File: config.mk
export PLATFORM = sky130hd
export DESIGN_NAME = seq_chunk_adder
export DESIGN_NICKNAME = d
export VERILOG_FILES = /design/src/rtl/adder_pkg.sv /design/src/rtl/ripple_adder_n.sv /design/src/rtl/seq_chunk_adder.sv
export SDC_FILE = /design/constraint.sdc
export NUM_CORES = 1
export LEC_CHECK = 0
export BUFFER_PORTS_ARGS = -buffer_cell sky130_fd_sc_hd__buf_2
export CORE_ASPECT_RATIO = 1.1
export CORE_MARGIN = 2
export CORE_UTILIZATION = 40
export CTS_BUF_LIST = sky130_fd_sc_hd__clkbuf_8
export CTS_CLUSTER_DIAMETER = 100
export CTS_CLUSTER_SIZE = 10
export DETAILED_ROUTE_END_ITERATION = 8
export PLACE_DENSITY_LB_ADDON = 0.15
export SKIP_LAST_GASP = 1
export SYNTH_ARGS = -nofsm -noshare
export SYNTH_HDL_FRONTEND = slang
export SYNTH_SLANG_ARGS = --single-unit
File: constraint.sdc
create_clock -name clk -period 3.2 [get_ports clk]
set_clock_uncertainty 0.15 [all_clocks]
set_input_delay 0.64 -clock clk [delete_from_list [all_inputs] [get_ports clk]]
set_output_delay 0.64 -clock clk [all_outputs]
set_load 0.05 [all_outputs]
File: src/rtl/adder_pkg.sv
// Shared types and helpers for the chunked sequential adder.
package adder_pkg;

    typedef enum logic [1:0] {
        IDLE = 2'd0,
        RUN  = 2'd1,
        DONE = 2'd2
    } state_t;

    // Number of chunk-wide slices in a word; guarded against a zero chunk so
    // the parameter check in the top can report the problem cleanly.
    function automatic int nchunk(input int width, input int chunk);
        return (chunk > 0) ? (width / chunk) : 1;
    endfunction

endpackage

File: src/rtl/ripple_adder_n.sv
// Combinational N-bit ripple adder built from full-adder bit cells.
// c_msb is the carry into bit N-1, used for signed overflow detection.
module ripple_adder_n #(
    parameter int N = 2
) (
    input  logic [N-1:0] a,
    input  logic [N-1:0] b,
    input  logic         cin,
    output logic [N-1:0] sum,
    output logic         cout,
    output logic         c_msb
);

    logic [N:0] c;

    assign c[0] = cin;

    for (genvar gi = 0; gi < N; gi++) begin : g_fa
        assign sum[gi]  = a[gi] ^ b[gi] ^ c[gi];
        assign c[gi+1]  = (a[gi] & b[gi]) | (c[gi] & (a[gi] ^ b[gi]));
    end

    assign cout  = c[N];
    assign c_msb = c[N-1];

endmodule

File: src/rtl/seq_chunk_adder.sv
// Multi-cycle adder: adds a + b + cin CHUNK bits per clock, carrying between
// chunks through a register, with a start/busy/done handshake.
// Optional feature macro: ADDER_OVF_EN adds a registered signed-overflow
// output (ovf) updated together with s/cout.
module seq_chunk_adder
    import adder_pkg::*;
#(
    parameter int WIDTH = 8,
    parameter int CHUNK = 2
) (
    input  logic             clk,
    input  logic             rst_n,
    input  logic             start,
    input  logic [WIDTH-1:0] a,
    input  logic [WIDTH-1:0] b,
    input  logic             cin,
    output logic             busy,
    output logic             done,
    output logic [WIDTH-1:0] s,
    output logic             cout
`ifdef ADDER_OVF_EN
    ,
    output logic             ovf
`endif
);

    localparam int NCHUNK = nchunk(WIDTH, CHUNK);
    localparam int IDX_W  = $clog2(NCHUNK) + 1;

    if (CHUNK < 1 || CHUNK > WIDTH || (WIDTH % CHUNK) != 0) begin : g_bad_params
        $error("seq_chunk_adder: WIDTH must be a multiple of CHUNK and 1 <= CHUNK <= WIDTH");
    end

    state_t             state_q, state_d;
    logic [IDX_W-1:0]   idx_q, idx_d;
    logic [WIDTH-1:0]   a_w_q, a_w_d;
    logic [WIDTH-1:0]   b_w_q, b_w_d;
    logic               carry_q, carry_d;
    logic [WIDTH-1:0]   work_s_q, work_s_d;
    logic [WIDTH-1:0]   s_q, s_d;
    logic               cout_q, cout_d;
    logic               done_q, done_d;
`ifdef ADDER_OVF_EN
    logic               ovf_q, ovf_d;
`endif

    logic [CHUNK-1:0]   chunk_a, chunk_b, chunk_sum;
    logic               chunk_cout, chunk_cmsb;

    // Select the operand slices addressed by the current chunk index.
    always_comb begin
        chunk_a = '0;
        chunk_b = '0;
        for (int i = 0; i < NCHUNK; i++) begin
            if (idx_q == IDX_W'(i)) begin
                chunk_a = a_w_q[i*CHUNK +: CHUNK];
                chunk_b = b_w_q[i*CHUNK +: CHUNK];
            end
        end
    end

    ripple_adder_n #(
        .N (CHUNK)
    ) u_chunk_add (
        .a     (chunk_a),
        .b     (chunk_b),
        .cin   (carry_q),
        .sum   (chunk_sum),
        .cout  (chunk_cout),
        .c_msb (chunk_cmsb)
    );

`ifndef ADDER_OVF_EN
    // Carry into the MSB only matters when overflow reporting is built in.
    logic unused_cmsb;
    assign unused_cmsb = chunk_cmsb;
`endif

    // Next-state and datapath update: load on accepted start, one chunk per RUN cycle.
    always_comb begin
        state_d  = state_q;
        idx_d    = idx_q;
        a_w_d    = a_w_q;
        b_w_d    = b_w_q;
        carry_d  = carry_q;
        work_s_d = work_s_q;
        s_d      = s_q;
        cout_d   = cout_q;
        done_d   = 1'b0;
`ifdef ADDER_OVF_EN
        ovf_d    = ovf_q;
`endif
        case (state_q)
            IDLE, DONE: begin
                if (start) begin
                    a_w_d    = a;
                    b_w_d    = b;
                    carry_d  = cin;
                    idx_d    = '0;
                    work_s_d = '0;
                    state_d  = RUN;
                end else begin
                    state_d  = IDLE;
                end
            end
            RUN: begin
                for (int i = 0; i < NCHUNK; i++) begin
                    if (idx_q == IDX_W'(i)) begin
                        work_s_d[i*CHUNK +: CHUNK] = chunk_sum;
                    end
                end
                carry_d = chunk_cout;
                idx_d   = idx_q + IDX_W'(1);
                if (idx_q == IDX_W'(NCHUNK - 1)) begin
                    s_d     = work_s_d;
                    cout_d  = chunk_cout;
`ifdef ADDER_OVF_EN
                    ovf_d   = chunk_cmsb ^ chunk_cout;
`endif
                    done_d  = 1'b1;
                    state_d = DONE;
                end
            end
            default: state_d = IDLE;
        endcase
    end

    // State and datapath registers with synchronous active-low reset.
    always_ff @(posedge clk) begin
        if (!rst_n) begin
            state_q  <= IDLE;
            idx_q    <= '0;
            a_w_q    <= '0;
            b_w_q    <= '0;
            carry_q  <= 1'b0;
            work_s_q <= '0;
            s_q      <= '0;
            cout_q   <= 1'b0;
            done_q   <= 1'b0;
`ifdef ADDER_OVF_EN
            ovf_q    <= 1'b0;
`endif
        end else begin
            state_q  <= state_d;
            idx_q    <= idx_d;
            a_w_q    <= a_w_d;
            b_w_q    <= b_w_d;
            carry_q  <= carry_d;
            work_s_q <= work_s_d;
            s_q      <= s_d;
            cout_q   <= cout_d;
            done_q   <= done_d;
`ifdef ADDER_OVF_EN
            ovf_q    <= ovf_d;
`endif
        end
    end

    assign busy = (state_q == RUN);
    assign done = done_q;
    assign s    = s_q;
    assign cout = cout_q;
`ifdef ADDER_OVF_EN
    assign ovf  = ovf_q;
`endif

endmodule

==> flow_summary_export.csv <==
group,metric,value,unit
setup_path,arrival,2.93,ns
clock_network,clk_path_buf_depth,2,
synthesis,synthesis.instances,200,
clock_network,ctsHoldBuffers,0,
synthesis,synth_area_per_cell,8.865,um^2
global_route,gr-usage-met2,26.80,%
synthesis,yosysMostFrequentCell,"nand2_1",
setup_path,crit_path_start,"idx_q[0]",
routing,totalWireLength,3743,um
timing,setup_tns,0,ns
synthesis,syn_nets,227,
die,ios,31,
synthesis,synth_top_area_share,42.91,%
die,rows,25,
setup_path,cp-end-kind,"flop",
routing,firstDrtPassIters,4,
clock_network,htreeDepth,2,
global_route,grtUsageTotal,17.15,%
timing,rsz0062_at_grt,"no",
pwr,p_leak,0.8198,nW
synthesis,ys_seq_elements,38,
synthesis,synth.distinct_cells,34,
finish,nNetsFinal,254,
setup_path,crit_chain,"inv_1 > ha_1 > a21oi_1 > o21ai_0 > a32o_1 > fa_1 > fa_1 > nand2_1 > o22ai_1",
setup_path,critical_path_class,"flop to flop",
placement,dp_hpwl,2606,um
worst_hold_path,min_path_cells,2,
setup_path,r2r-start,"idx_q[0]",
pwr,cellPowerDensity,505.4,nW/um^2
finish,antenna_cells,0,
setup_path,crit_path_start_kind,"flop",
global_route,antenna_found_initial,0,
global_route,grt_pass1_wl,6334,um
global_route,use_met3,4.594,%
clock_network,clkSinkCount,38,
pwr,peakVddDrop,0.2487,mV
die,core_area,4285,um^2
outcome,status,"completed",
global_route,grt-busiest-layer,"met2",
routing,routedWlPerCell,13.27,um
setup_path,crit_top_cell,"fa_1",
timing,tightestPinTransition,0.7648,ns
timing,slew_headroom,49.01,%
setup_path,r2r_slack,0.33,ns
placement,place.gp.congestion,0.7624,
timing,period_share,89.59,%
die,die_h,73.83,um
worst_hold_path,hold_path.class,"flop to flop",
timing,setup_viol,0,
die,die_area,4981,um^2
synthesis,yosysTopAreaCell,"dfxtp_1",
routing,via_per_inst,5.074,
setup_path,r2r-end,"work_s_q[5]",
routing,drc_errors,0,
clock_network,cts_tree,"yes",
global_route,grt_max_degree,42,
timing,slew_violations,0,
synthesis,synth_area_leaders,"dfxtp_1 43%, nand2_1 12%, a21boi_0 7.2%",
synthesis,synth_edf_count,0,
global_route,grt_pass1_vias,1360,
setup_path,max_stage_delay,0.63,ns
clock_network,cts.clk_slew.worst_paths,0.07,ns
synthesis,synth.top_cells.by_count,"55 x nand2_1, 38 x dfxtp_1, 17 x a21boi_0, 10 x a21oi_1, 9 x o21ai_0",
finish,area_growth,14.68,%
timing,finalHoldViolCount,0,
setup_path,worstPathRequired,3.27,ns
finish,drive_gt1_share,21.05,%
synthesis,ys_async_sr_fraction,0,%
die,start_util,41.37,%
timing,fmax,348.8,MHz
placement,port_buffers,30,
global_route,use_met1,22.56,%
clock_network,post-cts-setup-buffers,0,
setup_path,crit_fanout,9,
routing,drt-initial-drc-count,43,
setup_path,crit_path_end,"work_s_q[5]",
global_route,grt-ovfl-total,0,
synthesis,synth-seq-area-share,42.91,%
routing,vias,1431,
timing,period_minus_slack,2.867,ns
job,max_cap_violations,0,
synthesis,synth_area,1773,um^2
die,die_w,67.48,um
synthesis,synth_warnings,0,
routing,antenna_left,0,
clock_network,cts_root_buf,"clkbuf_8",
synthesis,synth_flop_cell,"dfxtp_1",
clock_network,clk_latency,0.29,ns
clock_network,post_cts_resized,0,
pwr,power,0.001028,W
setup_path,rr_worst_depth,9,
clock_network,cts_made_buffers,5,
setup_path,slowest_stage,"fa_1",
-- how the worst min path moves through the flow --
| stage | end | startpoint | slack (ns) |
|---|---|---|---|
| floorplan | b_w_q[0] | b_w_q[0] | 0.29 |
| global placement | b_w_q[3] | b_w_q[3] | 0.30 |
| detailed placement | b_w_q[0] | b_w_q[0] | 0.31 |
| CTS | b_w_q[0] | b_w_q[0] | 0.32 |
| global route | b_w_q[3] | b_w_q[3] | 0.34 |
| finish | b_w_q[0] | b_w_q[0] | 0.31 |
-- layout by cell type (no fill, tap or decap), types with 4 or more instances in the layout --
cell type	n
nand2_1	55
dfxtp_1	38
buf_2	30
a21boi_0	17
a21oi_1	10
o21ai_0	9
clkbuf_8	8
o22ai_1	6
mux2i_1	6
nand2b_1	5
ha_1	5
a32o_1	4
a21boi_1	4
-- critical path: cells and delay by family, from the launching register on --
kind	cells	cell delay, ns
DFF	1	0.38
and+or+nand+nor	1	0.14
buffers and inverters	1	0.09
AOI/OAI and AO/OA	4	0.67
adders and majority gates	3	1.35
-- flip-flops by register name (all words and copies together), names as in the netlist --
register	flops
cout	1
s	8
done	1
state_q	2
carry_q	1
work_s_q	6
a_w_q	8
b_w_q	8
idx_q	3
-- area by class of cell --
cell class | count | area, um^2
Clock buffer | 8 | 110.1
Tap cell | 54 | 67.56
Multi-Input combinational cell | 147 | 919.6
Sequential cell | 38 | 760.7
Fill cell | 425 | 2252
Timing Repair Buffer | 31 | 157.7
Inverter | 4 | 17.52
-- per-layer routing --
metal	share of wire (%)	routed length [um]
met3	3.3	124
met5	0	0
met4	1.6	60
met1	50	1858
met2	45	1699
-- report_power, final --
part / internal (W) / total [W] / switching, W
Sequential: 0.000492 / 0.000505 / 0.0000132
Clock: 0.000217 / 0.000377 / 0.000159
Combinational: 0.0000616 / 0.000146 / 0.0000845
-- cell families (layout without fill, tap and decap cells) --
| logic type | count (synthesis) | after routing | synth area share [%] |
|---|---|---|---|
| flip-flops | 38 | 38 | 42.91 |
| buffers and inverters | 15 | 43 | 5.222 |
| AO/OA/AOI/OAI | 54 | 54 | 20.54 |
| multiplexers | 9 | 9 | 5.716 |
| AND/OR/NAND/NOR | 77 | 77 | 19.83 |
| adder cells (fa/ha/maj) | 7 | 7 | 5.787 |
-- metrics by stage --
step | instances | setup slack [ns] | utilization, % | hold WS (ns) | cell area (um^2)
finish | 282 | 0.3332 | 47.45 | 0.3127 | 2033
global route | 282 | 0.1311 | 47.45 | 0.3408 | 2033
CTS | 282 | 0.3431 | 47.45 | 0.3154 | 2033
detailed placement | 274 | 0.3704 | 44.88 | 0.3056 | 1923
global placement | 274 | 0.4125 | 44.88 | 0.3012 | 1923
floorplan | 200 | 0.6073 | - | 0.2853 | 1773
Note: power is estimated with default switching activity, not from simulation.
